===== src/rtl/sync_debounce_if.sv =====
// Conditioner bus: raw inputs and sample qualifier in, clean levels and pulses out.
// The fall pulse exists only when FALL_PULSE_EN is defined.
interface sync_debounce_if #(
  parameter int WIDTH = 4
);
  logic             sample_en;
  logic [WIDTH-1:0] din;
  logic [WIDTH-1:0] q;
  logic [WIDTH-1:0] rise;
`ifdef FALL_PULSE_EN
  logic [WIDTH-1:0] fall;
`endif

  modport master (
    output sample_en,
    output din,
    input  q,
    input  rise
`ifdef FALL_PULSE_EN
    , input fall
`endif
  );

  modport slave (
    input  sample_en,
    input  din,
    output q,
    output rise
`ifdef FALL_PULSE_EN
    , output fall
`endif
  );
endinterface


===== src/rtl/sync_debounce.sv =====
// Per-channel synchroniser, qualified debounce counter and registered edge pulses.
// Optional feature: FALL_PULSE_EN adds a registered 1->0 pulse output.
module sync_debounce #(
  parameter int WIDTH    = 4,
  parameter int STAGES   = 2,
  parameter int CNT_W    = 16,
  parameter int DB_COUNT = 50000
) (
  input  logic            s_clk,
  input  logic            s_rst,
  sync_debounce_if.slave  db
);

  if (STAGES < 2) begin : g_bad_stages
    $error("sync_debounce: STAGES must be 2 or more");
  end
  if (DB_COUNT < 1) begin : g_bad_count_lo
    $error("sync_debounce: DB_COUNT must be at least 1");
  end
  if (longint'(DB_COUNT) >= (longint'(1) << CNT_W)) begin : g_bad_count_hi
    $error("sync_debounce: DB_COUNT does not fit in CNT_W bits");
  end

  localparam logic [CNT_W-1:0] DB_LAST = CNT_W'(DB_COUNT - 1);
  localparam logic [CNT_W-1:0] CNT_ONE = CNT_W'(1);

  logic [STAGES-1:0][WIDTH-1:0] sync_q;
  logic [WIDTH-1:0][CNT_W-1:0]  cnt_q;
  logic [WIDTH-1:0][CNT_W-1:0]  cnt_d;
  logic [WIDTH-1:0]             q_q;
  logic [WIDTH-1:0]             q_d;
  logic [WIDTH-1:0]             rise_q;
  logic [WIDTH-1:0]             rise_d;
  logic [WIDTH-1:0]             s;

  assign s = sync_q[STAGES-1];

  // A match between s and q discards any partial count.
  always_comb begin
    cnt_d = cnt_q;
    q_d   = q_q;
    for (int i = 0; i < WIDTH; i++) begin
      if (s[i] == q_q[i]) begin
        cnt_d[i] = '0;
      end else if (db.sample_en) begin
        if (cnt_q[i] == DB_LAST) begin
          q_d[i]   = s[i];
          cnt_d[i] = '0;
        end else begin
          cnt_d[i] = cnt_q[i] + CNT_ONE;
        end
      end
    end
  end

  assign rise_d = q_d & ~q_q;

  always_ff @(posedge s_clk) begin
    if (!s_rst) begin
      sync_q <= '0;
      cnt_q  <= '0;
      q_q    <= '0;
      rise_q <= '0;
    end else begin
      sync_q <= {sync_q[STAGES-2:0], db.din};
      cnt_q  <= cnt_d;
      q_q    <= q_d;
      rise_q <= rise_d;
    end
  end

  assign db.q    = q_q;
  assign db.rise = rise_q;

`ifdef FALL_PULSE_EN
  logic [WIDTH-1:0] fall_q;
  logic [WIDTH-1:0] fall_d;

  assign fall_d = q_q & ~q_d;

  always_ff @(posedge s_clk) begin
    if (!s_rst) begin
      fall_q <= '0;
    end else begin
      fall_q <= fall_d;
    end
  end

  assign db.fall = fall_q;
`endif

endmodule


===== src/flat_wrapper.sv =====
// flat-port wrapper written by rule: the top's interface ports become plain ports
module sync_debounce_flat 
#(
  parameter int WIDTH    = 4,
  parameter int STAGES   = 2,
  parameter int CNT_W    = 16,
  parameter int DB_COUNT = 50000
)
  (s_clk, s_rst, db_sample_en, db_din, db_q, db_rise);
  sync_debounce_if #(.WIDTH(WIDTH)) db_i ();
  input  logic s_clk;
  input  logic s_rst;
  input wire logic [$bits(db_i.sample_en)-1:0] db_sample_en;
  input wire logic [$bits(db_i.din)-1:0] db_din;
  output wire logic [$bits(db_i.q)-1:0] db_q;
  output wire logic [$bits(db_i.rise)-1:0] db_rise;
  assign db_i.sample_en = db_sample_en;
  assign db_i.din = db_din;
  assign db_q = db_i.q;
  assign db_rise = db_i.rise;
  sync_debounce #(.WIDTH(WIDTH), .STAGES(STAGES), .CNT_W(CNT_W), .DB_COUNT(DB_COUNT)) u_core (.s_clk(s_clk), .s_rst(s_rst), .db(db_i));
endmodule

===== config.mk =====
export PLATFORM = sky130hd
export DESIGN_NAME = sync_debounce_flat
export DESIGN_NICKNAME = d
export VERILOG_FILES = /design/src/rtl/sync_debounce_if.sv /design/src/rtl/sync_debounce.sv /design/src/flat_wrapper.sv
export SDC_FILE = /design/constraint.sdc
export NUM_CORES = 1
export LEC_CHECK = 0
export CAP_MARGIN = 30
export CORE_UTILIZATION = 35
export DETAILED_ROUTE_END_ITERATION = 10
export PLACE_DENSITY = 0.53
export SLEW_MARGIN = 40
export SYNTH_ARGS = -nofsm -noshare
export SYNTH_HDL_FRONTEND = slang
export SYNTH_SLANG_ARGS = --single-unit

===== constraint.sdc =====
create_clock -name s_clk -period 2.8 [get_ports s_clk]
set_input_delay 0.28 -clock s_clk [delete_from_list [all_inputs] [get_ports s_clk]]
set_output_delay 0.28 -clock s_clk [all_outputs]
set_load 0.005 [all_outputs]

==> impl_metrics.json <==
{
  "crit_type": "in2reg",
  "path_max_fanout": 15,
  "multi_input_area_um2": 1778,
  "postSynthAreaPerCell_um2": 9.101,
  "syn_inst": 380,
  "die_area_um2": 10280,
  "grt_pass1_wl_um": 11350,
  "pwr-share-seq_pct": 54.1,
  "finalCritPeriodShare_pct": 77.16,
  "comb_power_share_pct": 1.9,
  "placed_cell_area_um2": 3730,
  "leakagePower_nw": 1.154,
  "synthAdderAreaFrac_pct": 1.447,
  "route.vias.total": 2549,
  "path_clk_slew_ns": 0.08,
  "place_congestion": 0.7812,
  "reg2reg_depth": 5,
  "grt_setup_unrepaired": "false",
  "grt_usage_pct": 14.23,
  "internal_power_w": 0.001668,
  "die_w_um": 101.4,
  "routed_wl_um": 6423,
  "async_reset_ff_share_pct": 0,
  "finClkSkew_ns": 0.007938,
  "nNetsFinal": 409,
  "rows": 35,
  "tightest_slew_ns": 0.6207,
  "initial_utilization_pct": 36.73,
  "arrival_ns": 2.37,
  "cts_resized": 0,
  "yosysWarningCount": 0,
  "synth_xor_xnor_area_share_pct": 15.70,
  "dpl.cell_count": 516,
  "wl_per_cell_um": 12.07,
  "drc": 0,
  "final-hold-violation-count": 0,
  "routed_via_density": 4.791,
  "r2r_start": "u_core.cnt_q[32]",
  "max_cap_viol_count": 0,
  "end_kind": "register",
  "num-fill-cells": 926,
  "clk_path_buf_depth": 2,
  "synthesis.area_um2": 3458,
  "layout.cells.non_filler": 532,
  "hp-class": "reg2reg",
  "antenna_found_initial": 0,
  "synth_edf_count": 0,
  "syn_nets": 391,
  "clock_power_share_pct": 44.0,
  "synthSimpleGateAreaFrac_pct": 31.51,
  "grt_max_degree": 17,
  "cp_cell_sequence": "clkdlybuf4s50_1 > buf_4 > and4_1 > nand4_1 > nand3_1 > nor2_1",
  "grt_pass1_vias": 2473,
  "fmax_ghz": 0.4629,
  "cts-htree-levels": 3,
  "drv_slew": 0,
  "pre_cts_slack_ns": 0.2770,
  "synth_top_family_by_area": "simple AND/OR/NAND/NOR gates",
  "irDropWorstVdd_uv": 262.7,
  "setup_tns_ns": 0,
  "swShare_pct": 21.25,
  "clock_sinks": 80,
  "ys.flop_type": "dfxtp_1",
  "cts_setup_buffers": 0,
  "min-delay-start": "u_core.sync_q[1]",
  "powerDensity_nw_per_um2": 536.3,
  "dr.pass1.iters": 4,
  "layout-drive-gt1-share_pct": 5.707,
  "antenna_cells": 0,
  "outcome": "finished clean",
  "final_antenna_net_count": 0,
  "ioPinCount": 15,
  "max-slew-margin-rel_pct": 58.50,
  "regToRegSetupSlack_ns": 0.79,
  "total_power_w": 0.002118,
  "cts_tree": "yes",
  "syn2layout_area_growth_pct": 14.22,
  "clockRootBuffer": "clkbuf_8",
  "startpoint_type": "input pin",
  "setup_viol": 0,
  "dp_hpwl_um": 4341,
  "hold-path-endpoint": "u_core.s[1]",
  "cp.required_ns": 3.01,
  "ys_seq_area_share_pct": 46.31,
  "critPathSlowestCell": "clkdlybuf4s50_1",
  "synth_seq_cells": 80,
  "muxShareOfSynthArea_pct": 2.026,
  "area.sequential_um2": 1602,
  "period_needed_ns": 2.160,
  "numCtsBuffers": 9,
  "fin_ws_ns": 0.6396,
  "r2r-end": "u_core.cnt_q[39]",
  "grt.overflow.total": 0,
  "holdPathStages": 1,
  "p_sw_w": 0.0004501,
  "drtIter0Drc": 40,
  "cpPeakStageDelay_ns": 0.74,
  "postCtsHoldBufs": 0,
  "ys_types": 34,
  "coreArea_um2": 9415,
  "synth-compound-area-share_pct": 0.7236,
  "port_buffers": 14,
  "fin_area_um2": 3950,
  "die_h_um": 101.4,
  "clk-insertion-delay-late_ns": 0.35
}
per-stage QoR:
step,utilization (%),hold WS [ns]
after floorplan,-,0.4073
after global placement,39.61,0.4148
after detailed placement,39.61,0.4205
after CTS,41.95,0.4448
after global routing,41.95,0.4513
final,41.95,0.4409
synth_stat cells, types with 2 or more instances:
library cell	instances	area share, %
nor3_1	13	1.9
o21ai_0	3	0.43
nand4_1	22	4.0
nor4_1	22	4.0
nand2_1	24	2.6
ha_1	4	1.4
or4_4	2	0.65
nand3_1	17	2.5
nor4bb_1	5	1.4
nor2b_1	3	0.54
clkbuf_1	5	0.54
or4_1	2	0.43
buf_2	2	0.29
and4_1	2	0.51
xor2_1	11	2.8
mux2i_1	7	2.0
nor2_1	68	7.4
and2_1	8	1.4
a21oi_1	2	0.29
and3_1	4	0.72
nor4b_1	3	0.76
dfxtp_1	80	46
or3_1	2	0.36
inv_1	9	0.98
xnor2_1	51	13
state kept, by name, summed over array words and instances, names as in the netlist:
| signal | cells |
|---|---|
| u_core.db.rise | 4 |
| u_core.sync_q | 4 |
| u_core.s | 4 |
| u_core.cnt_q | 64 |
| u_core.db.q | 4 |
area by class of cell:
type	count	area share, %
Clock inverter	6	2.344
Sequential cell	80	40.54
Multi-Input combinational cell	282	45.01
Timing Repair Buffer	16	3.928
Tap cell	129	4.086
Inverter	9	0.8552
Clock buffer	10	3.231
critical path: cells and delay by family:
kind / cells / cell delay [ns]
and+or+nand+nor: 4 / 1.02
buffers and inverters: 2 / 1.04
cell families (layout without fill, tap and decap cells):
| family | after synthesis | after routing |
|---|---|---|
| mux | 7 | 7 |
| fa+ha+maj | 4 | 4 |
| xor+xnor | 62 | 62 |
| simple gates | 204 | 204 |
| compound gates | 5 | 5 |
| flops | 80 | 80 |
| buf+inv | 18 | 41 |
placed cells by master (no fill, tap or decap):
cell | synthesis | final
buf_4 | 0 | 2
or3_1 | 2 | 2
nand3_2 | 1 | 1
nand2_1 | 24 | 24
inv_1 | 9 | 9
nand3_1 | 17 | 17
and4_2 | 1 | 1
nand4_4 | 1 | 1
inv_6 | 0 | 1
nand4_1 | 22 | 22
nor4b_1 | 3 | 3
o21ai_0 | 3 | 3
or4_4 | 2 | 2
ha_1 | 4 | 4
clkbuf_1 | 5 | 1
or4_1 | 2 | 2
a21oi_1 | 2 | 2
nor4_1 | 22 | 22
nand4bb_1 | 1 | 1
and3_1 | 4 | 4
clkinv_4 | 0 | 1
nor3b_1 | 1 | 1
nor2b_1 | 3 | 3
and2_1 | 8 | 8
clkdlybuf4s50_1 | 0 | 14
xor2_1 | 11 | 11
and4bb_2 | 1 | 1
bufinv_16 | 0 | 2
nor2_1 | 68 | 68
dfxtp_1 | 80 | 80
mux2i_1 | 7 | 7
nor4bb_1 | 5 | 5
nand4b_1 | 1 | 1
nor3_1 | 13 | 13
clkinvlp_4 | 0 | 2
clkbuf_8 | 0 | 9
xnor2_1 | 51 | 51
and4_1 | 2 | 2
routing by layer:
metal / track usage [%] / share of wire [%] / up-vias
met5: 0 / 0 / -
met4: 5.240 / 1.6 / 0
met3: 4.969 / 3.5 / 11
met2: 22.03 / 44 / 28
met1: 18.29 / 51 / 1161
li1: - / - / 1349
worst max path at each step:
stage	to	slack (ns)	cells after the start	start
floorplan	u_core.cnt_q[15]	1.09	5	u_core.cnt_q[10]
global placement	u_core.cnt_q[49]	0.31	6	db_sample_en
detailed placement	u_core.cnt_q[63]	0.28	6	db_sample_en
CTS	u_core.cnt_q[63]	0.65	6	db_sample_en
global route	u_core.cnt_q[60]	0.44	6	db_sample_en
finish	u_core.cnt_q[63]	0.64	6	db_sample_en
power groups by stage:
stage / Clock (W) / Combinational, W / Sequential (W)
6_report: 0.000931 / 0.0000402 / 0.00115
5_1_grt: 0.00103 / 0.0000456 / 0.00115
4_1_cts: 0.000972 / 0.0000412 / 0.00115
3_5_place_dp: 0 / 0.0000411 / 0.00117
3_3_place_gp: 0 / 0.0000409 / 0.00117
2_1_floorplan: 0 / 0.0000271 / 0.00117
Note: power is estimated with default switching activity, not from simulation.
